[src/rtl/capture_pkg.sv]
// rtl/capture_pkg.sv - shared types and constants for the capture sequencer
package capture_pkg;

  localparam int         SAMPLE_W            = 14;
  localparam logic [7:0] DEFAULT_HEADER_BYTE = 8'hA5;

  typedef enum logic [2:0] {
    IDLE,
    ARMED,
    CAPTURE,
    READOUT,
    HOLDOFF
  } capture_state_t;

  typedef enum logic [1:0] {
    PH_HDR,
    PH_HI,
    PH_LO
  } byte_phase_t;

endpackage

[src/rtl/edge_trigger_detect.sv]
// rtl/edge_trigger_detect.sv - threshold crossing detector on the live ADC stream
module edge_trigger_detect
  import capture_pkg::*;
(
  input  logic                clk,
  input  logic                rst,
  input  logic [SAMPLE_W-1:0] signal,
  input  logic [SAMPLE_W-1:0] threshold,
  input  logic                edge_sel,
  output logic                crossing
);

  logic [SAMPLE_W-1:0] prev_sample_q;
  logic [SAMPLE_W-1:0] prev_sample_d;

  always_comb begin
    prev_sample_d = signal;
  end

  always_ff @(posedge clk or posedge rst) begin
    if (rst) begin
      prev_sample_q <= '0;
    end else begin
      prev_sample_q <= prev_sample_d;
    end
  end

  always_comb begin
    crossing = 1'b0;
    if (edge_sel) begin
      crossing = (prev_sample_q >= threshold) && (signal < threshold);
    end else begin
      crossing = (prev_sample_q < threshold) && (signal >= threshold);
    end
  end

endmodule

[src/rtl/capture_sequencer.sv]
// rtl/capture_sequencer.sv - arm/trigger/capture/readout sequencer for one waveform record
module capture_sequencer
  import capture_pkg::*;
#(
  parameter int         CAPTURE_LEN    = 500,
  parameter int         HOLDOFF_CYCLES = 1024,
  parameter logic [7:0] HEADER_BYTE    = DEFAULT_HEADER_BYTE
) (
  input  logic                clk,
  input  logic                rst,
  input  logic [SAMPLE_W-1:0] signal,
  input  logic [SAMPLE_W-1:0] threshold,
  input  logic                edgeSel,
  input  logic                autoRearm,
  input  logic                arm,
  input  logic                forceTrig,
  input  logic                abort,
  output logic                triggerOut,
  output logic [8:0]          rdAddr,
  input  logic [SAMPLE_W-1:0] rdData,
  output logic [7:0]          txData,
  output logic                txValid,
  input  logic                txReady,
  output logic                busy,
  output logic [15:0]         recordCount
);

  localparam int CNT_MAX = (CAPTURE_LEN + 1 > HOLDOFF_CYCLES) ? CAPTURE_LEN + 1 : HOLDOFF_CYCLES;
  localparam int CNT_W   = $clog2(CNT_MAX + 1);
  localparam logic [CNT_W-1:0] CAP_LAST  = CNT_W'(CAPTURE_LEN + 1);
  localparam logic [8:0]       LAST_ADDR = 9'(CAPTURE_LEN - 1);

  capture_state_t   state_q,   state_d;
  byte_phase_t      phase_q,   phase_d;
  logic [CNT_W-1:0] cnt_q,     cnt_d;
  logic [8:0]       rd_addr_q, rd_addr_d;
  logic [7:0]       tx_data_q, tx_data_d;
  logic [7:0]       lo_byte_q, lo_byte_d;
  logic             tx_valid_q, tx_valid_d;
  logic             trigger_q, trigger_d;
  logic [15:0]      rec_cnt_q, rec_cnt_d;

  logic crossing;
  logic accept;
  logic last_sample;
  logic load_next;

  edge_trigger_detect u_edge (
    .clk      (clk),
    .rst      (rst),
    .signal   (signal),
    .threshold(threshold),
    .edge_sel (edgeSel),
    .crossing (crossing)
  );

  assign accept      = tx_valid_q & txReady;
  assign last_sample = (rd_addr_q == LAST_ADDR);
  // Present the next sample's address while its predecessor's low byte is accepted,
  // so the following high byte can be loaded without a gap in txValid.
  assign load_next   = (state_q == READOUT) && accept && (phase_q == PH_LO) && !last_sample;
  assign rdAddr      = load_next ? rd_addr_q + 9'd1 : rd_addr_q;

  always_comb begin
    state_d    = state_q;
    phase_d    = phase_q;
    cnt_d      = cnt_q;
    rd_addr_d  = rd_addr_q;
    tx_data_d  = tx_data_q;
    lo_byte_d  = lo_byte_q;
    tx_valid_d = tx_valid_q;
    trigger_d  = 1'b0;
    rec_cnt_d  = rec_cnt_q;

    case (state_q)
      IDLE: begin
        if (arm) state_d = ARMED;
      end
      ARMED: begin
        if (crossing || forceTrig) begin
          state_d   = CAPTURE;
          trigger_d = 1'b1;
          cnt_d     = '0;
        end
      end
      CAPTURE: begin
        if (cnt_q == CAP_LAST) begin
          state_d   = READOUT;
          cnt_d     = '0;
          rd_addr_d = '0;
          phase_d   = PH_HDR;
        end else begin
          cnt_d = cnt_q + 1'b1;
        end
      end
      READOUT: begin
        // txValid is low in READOUT only on the entry cycle.
        if (!tx_valid_q) begin
          tx_data_d  = HEADER_BYTE;
          tx_valid_d = 1'b1;
          phase_d    = PH_HDR;
        end else if (accept) begin
          case (phase_q)
            PH_HDR: begin
              tx_data_d = {2'b00, rdData[13:8]};
              lo_byte_d = rdData[7:0];
              phase_d   = PH_HI;
            end
            PH_HI: begin
              tx_data_d = lo_byte_q;
              phase_d   = PH_LO;
            end
            default: begin
              if (last_sample) begin
                tx_valid_d = 1'b0;
                rec_cnt_d  = rec_cnt_q + 16'd1;
                state_d    = HOLDOFF;
                cnt_d      = '0;
                rd_addr_d  = '0;
                phase_d    = PH_HDR;
              end else begin
                rd_addr_d = rd_addr_q + 9'd1;
                tx_data_d = {2'b00, rdData[13:8]};
                lo_byte_d = rdData[7:0];
                phase_d   = PH_HI;
              end
            end
          endcase
        end
      end
      HOLDOFF: begin
        if ((int'(cnt_q) + 1) >= HOLDOFF_CYCLES) begin
          state_d = autoRearm ? ARMED : IDLE;
          cnt_d   = '0;
        end else begin
          cnt_d = cnt_q + 1'b1;
        end
      end
      default: state_d = IDLE;
    endcase

    if (abort) begin
      state_d    = IDLE;
      phase_d    = PH_HDR;
      cnt_d      = '0;
      rd_addr_d  = '0;
      tx_data_d  = '0;
      lo_byte_d  = '0;
      tx_valid_d = 1'b0;
      trigger_d  = 1'b0;
    end
  end

  always_ff @(posedge clk or posedge rst) begin
    if (rst) begin
      state_q    <= IDLE;
      phase_q    <= PH_HDR;
      cnt_q      <= '0;
      rd_addr_q  <= '0;
      tx_data_q  <= '0;
      lo_byte_q  <= '0;
      tx_valid_q <= 1'b0;
      trigger_q  <= 1'b0;
      rec_cnt_q  <= '0;
    end else begin
      state_q    <= state_d;
      phase_q    <= phase_d;
      cnt_q      <= cnt_d;
      rd_addr_q  <= rd_addr_d;
      tx_data_q  <= tx_data_d;
      lo_byte_q  <= lo_byte_d;
      tx_valid_q <= tx_valid_d;
      trigger_q  <= trigger_d;
      rec_cnt_q  <= rec_cnt_d;
    end
  end

  assign triggerOut  = trigger_q;
  assign txData      = tx_data_q;
  assign txValid     = tx_valid_q;
  assign recordCount = rec_cnt_q;
  assign busy        = (state_q != IDLE) && (state_q != ARMED);

endmodule

[config.mk]
export PLATFORM = sky130hd
export DESIGN_NAME = capture_sequencer
export DESIGN_NICKNAME = d
export VERILOG_FILES = /design/src/rtl/capture_pkg.sv /design/src/rtl/edge_trigger_detect.sv /design/src/rtl/capture_sequencer.sv
export SDC_FILE = /design/constraint.sdc
export NUM_CORES = 1
export LEC_CHECK = 0
export ABC_AREA = 1
export CORE_ASPECT_RATIO = 1.2
export CORE_MARGIN = 1
export CORE_UTILIZATION = 45
export CTS_CLUSTER_DIAMETER = 30
export DETAILED_ROUTE_END_ITERATION = 7
export PLACE_DENSITY = 0.81
export SYNTH_ARGS = -nofsm -noshare
export SYNTH_HDL_FRONTEND = slang
export SYNTH_SLANG_ARGS = --single-unit
[constraint.sdc]
create_clock -name clk -period 2.7 [get_ports clk]
set_input_delay 0.27 -clock clk [delete_from_list [all_inputs] [get_ports clk]]
set_output_delay 0.27 -clock clk [all_outputs]
set_load 0.005 [all_outputs]
==> reports/metrics.sh, run 1 <==
CLOCK_INSERTION_DELAY_WORST_SKEW_PS=330
NETS=748
TRITONCTS='yes'
SYNTHESIS.AREA_SQ_UM=4550
WORST_SETUP_PATH_STARTPOINT='rd_addr_q[1]'
ACHIEVABLE-FREQUENCY_MHz=381
FIN_WORST_SKEW_PS=6.78
IO_PINS=86
TIMING.CRITICAL_PATH.BUF_INV=3
SYNTH_TOP_CELL_BY_AREA='dfrtp_1'
CLOCKROOTBUFFER='clkbuf_16'
DRV_CAP=0
NUMBER_OF_HOLD_VIOLATIONS_IN_THE_FINAL_REPORT=0
CTS_POST_SETUP_BUFFERS_INSERTED=0
COMMONEST_NON_FILL_NON_TAP_CELLS_IN_THE_LAYOUT='nand2_1, inv_1, clkdlybuf4s50_1'
SYNTH_EDF_COUNT=0
DRT.ANTENNA.VIOLATING_NETS=0
GRT_PASS1_VIAS=4058
SLOWEST_LIBRARY_CELL_ON_THE_WORST_PATH='clkdlybuf4s50_1'
TOTAL_OF_FLIP_FLOPS_PLUS_LATCHES_AFTER_SYNTHESIS=73
ANTENNA_VIOLATIONS_BEFORE_REPAIR=0
SETUP.WORST_PATH.CLASS='flop to primary output'
MAX-CLOCK-PATH-BUFFERS=2
CRIT_REQUIRED_PS=2430
CTS-BUFFERS-INSERTED=9
KIND_OF_END_POINT_OF_THE_CRITICAL_PATH='primary output'
CORE.ROWCOUNT=39
SYNTHTOPCELLSBYAREA='dfrtp_1, nand2_1, ha_1'
CLOCK_SINKS=73
LEAST_MARGIN_PIN_SLEW_PS=457
TIMING.FINAL.MAX_SLEW_VIOLATIONS=0
AREAGROWTHSYNTHTOFINISH_PCT=29.2
TOTAL_LEAKAGE_POWER_uW=0.00283
STATUS='complete, no violations'
SETUP_VIOL=0
TIMING.FINAL.CRIT_SHARE_PCT=97.3
POWER.COMBINATIONAL.FRACTION_PCT=19.7
CPLARGESTDELAYFAMILY='buffers and inverters'
DATA_ARRIVAL_TIME_AT_THE_WORST_SLACK_ENDPOINT_PS=2360
FP.COREAREA_SQ_UM=9660
REMAINING_DRC_ERRORS=0
YS_SEQ_AREA_SHARE_PCT=40.2
FRACTION_OF_FINAL_LAYOUT_CELLS_SIZED_BEYOND_DRIVE_STRENGTH_1_PCT=10.6
SYN-MEAN-INSTANCE-AREA_SQ_UM=7.98
LEADING_CELL_TYPE_IN_THE_LAYOUT_FILL_AND_TAPS_EXCLUDED='nand2_1'
TIMING.CRITICAL_PATH.CELLS='ha_2 -> inv_1 -> nor3_2 -> nand2_2 -> nand3_2 -> buf_6 -> xor2_1 -> clkdlybuf4s50_1'
VDD_IR_DROP_MAX_mV=0.280
SETUP_TNS_PS=0
GRT_OVERFLOW=0
HTREE_LEVELS=3
GRT_FIRST_PASS_WIRELENGTH_MICRONS=18100
P_INT_uW=2060
DIODES=0
NETLIST_INSTANCES=570
YS_WARN_COUNT=0
TRACK_USAGE_PCT=21.6
WORST-PATH-MAX-FANOUT=9
POWERDENSITY_nW_PER_UM2=496
HPWLAFTERDP_MICRONS=7970
FINALWEIGHTEDCONGESTION=0.855
YS_ASYNC_SR_FRACTION_PCT=100
FP.DIEAREA_SQ_UM=10500
SYNTHESIZED_NETS=652
DIE_HEIGHT_MICRONS=112
SWITCHING_SHARE_PCT=29.2
TIMING.RR.START='u_edge.prev_sample_q[5]'
POWER_FRAC_SEQ_PCT=40.9
POWER.SHARE.CLOCK_PCT=39.3
DELAY_OF_THE_SLOWEST_CELL_ON_THE_WORST_PATH_PS=520
LAYOUT.FILLER_CELLS=855
DOMINANTREGCELLSYNTH='dfrtp_1'
DETAIL_ROUTE.WIRELENGTH_MICRONS=10600
PORT_BUFFERS=85
FIN_CRIT_PS=2630
WORSTSETUPSTARTPOINTTYPE='flop'
CTS_HOLD_BUFFERS=0
DRT_PASS1_ITERATIONS=4
POST_DRT_VIA_CELL_RATIO=5.09
FINAL_UTIL_PCT=60.8
FIRST_ITER_VIOLATIONS=246
TOTAL_SWITCHING_POWER_uW=851
FINAL_ROUTED_WIRE_LENGTH_DIVIDED_BY_CELL_COUNT_MICRONS=13.3
CLK_PIN_SLEW_PS=60
GRT_START_MAX_NET_PINS=60
INITIAL_UTILIZATION_PCT=47.1
DIE_W_MICRONS=93.8
HOLD_PATH_CLASS='input pin to asynchronous set/reset pin'
POST_SYNTH_NUM_CELL_TYPES=43
YOSYS.AREA.TOP_TYPE_SHARE_PCT=40.2
RELSLEWSLACK_PCT=69.5
VIAS=4042
## metal layers
layer / track usage, % / share of wire (%)
met5: 0 / 0
met4: 7.69 / 2.0
met3: 4.40 / 3.7
met2: 38.8 / 54
met1: 25.2 / 40
## cell type report
class                   instances  area, sq um  area share (%)
multi-input cells             382         2280            38.9
clock buffers                  11          253            4.30
flip-flops and latches         73         1830            31.1
clock inverters                 5         38.8           0.660
well taps                     123          154            2.62
repair buffers                 90          902            15.4
inverters                     110          414            7.05
## cell usage after synthesis (2+ instances only)
master and n:
nand2_1 134, inv_1 97, dfrtp_1 73, nor2_1 37, ha_1 32, nand3_1 26
o21ai_0 24, xor2_1 21, nand4_1 15, o21ai_1 15, a21oi_1 12, inv_2 11
o22ai_1 8, nor2_4 7, nor3_1 7, nand3_2 5, nand2_2 4, nand2_4 4
nor4_1 3, o2111ai_1 3, xnor2_1 3, buf_2 2, buf_6 2, nand3b_1 2
nor2_2 2, nor3_2 2, nor3_4 2, or2_2 2
## per-stage QoR
stage / setup WS, ps / cell area [sq um] / std cells / hold WS [ps] / power [uW]
global route: -48.8 / 5870 / 794 / 267 / 3060
detailed placement: 164 / 5560 / 777 / 507 / 1780
floorplan: 577 / 4550 / 570 / 301 / 1560
finish: 72.9 / 5870 / 794 / 232 / 2910
CTS: 10.0 / 5850 / 793 / 240 / 2930
global placement: 218 / 5560 / 777 / 495 / 1750
## worst register-to-register path, stage by stage (launching register included)
cell and delay [ps]:
dfrtp_1 360, ha_1 320, nand2_1 70, nor2_1 170, and3_1 210, nand2_1 60
nand3_1 80, nand2_1 70, nand4_1 200, nand3_2 260, nand2_1 130, nand2_1 60
## power by group through the flow
stage | logic, uW | registers (uW) | clock network [uW]
after floorplan | 360 | 1200 | 0
after CTS | 575 | 1190 | 1160
after global routing | 643 | 1200 | 1220
after detailed placement | 568 | 1210 | 0
after global placement | 547 | 1210 | 0
final | 574 | 1190 | 1150
## timing repair
action / in CTS / in global routing
endpoints found under the hold margin: 0 / 0
gates resized for setup: 0 / 6
endpoints found under the setup margin: 0 / 9
## final timing paths
path | end | slack (ps) | cells after the start
min in group clk | u_edge.prev_sample_q[5] | 410 | 1
hold reg to reg | cnt_q[1] | 510 | 2
setup / recovery | rdAddr[0] | 70 | 8
max in group asynchronous | txValid | 1830 | 3
setup reg to reg | cnt_q[6] | 600 | 11
hold / removal | u_edge.prev_sample_q[9] | 230 | 2
## logic make-up (layout without fill, tap and decap cells)
family	count (synthesis)	after routing	share of synthesized area (%)
and+or+nand+nor	257	257	27.5
buffers and inverters	115	216	9.99
DFF	73	73	40.2
AOI/OAI and AO/OA	69	69	8.94
adders and majority gates	32	32	8.80
xor gates and xnor gates	24	24	4.62
## registers in the layout, summed over array words and instances (netlist names)
name and count:
rd_addr_q 9, cnt_q 11, lo_byte_q 8, recordCount 16, u_edge.prev_sample_q 14, state_q 3, txValid 1, phase_q 2
txData 8, triggerOut 1
No activity file was read; power rests on OpenSTA's default activity.
==> run 2: changes to the inputs <==
- CTS_CLUSTER_DIAMETER: 30 -> 60
==> results of run 2 <==
No change in the layout: final DEF, timing and power equal those of run 1.
==> run 3: changes to the inputs <==
- SLEW_MARGIN: unset -> 5
==> results of run 3 <==
No change in the layout: final DEF, timing and power equal those of run 1.
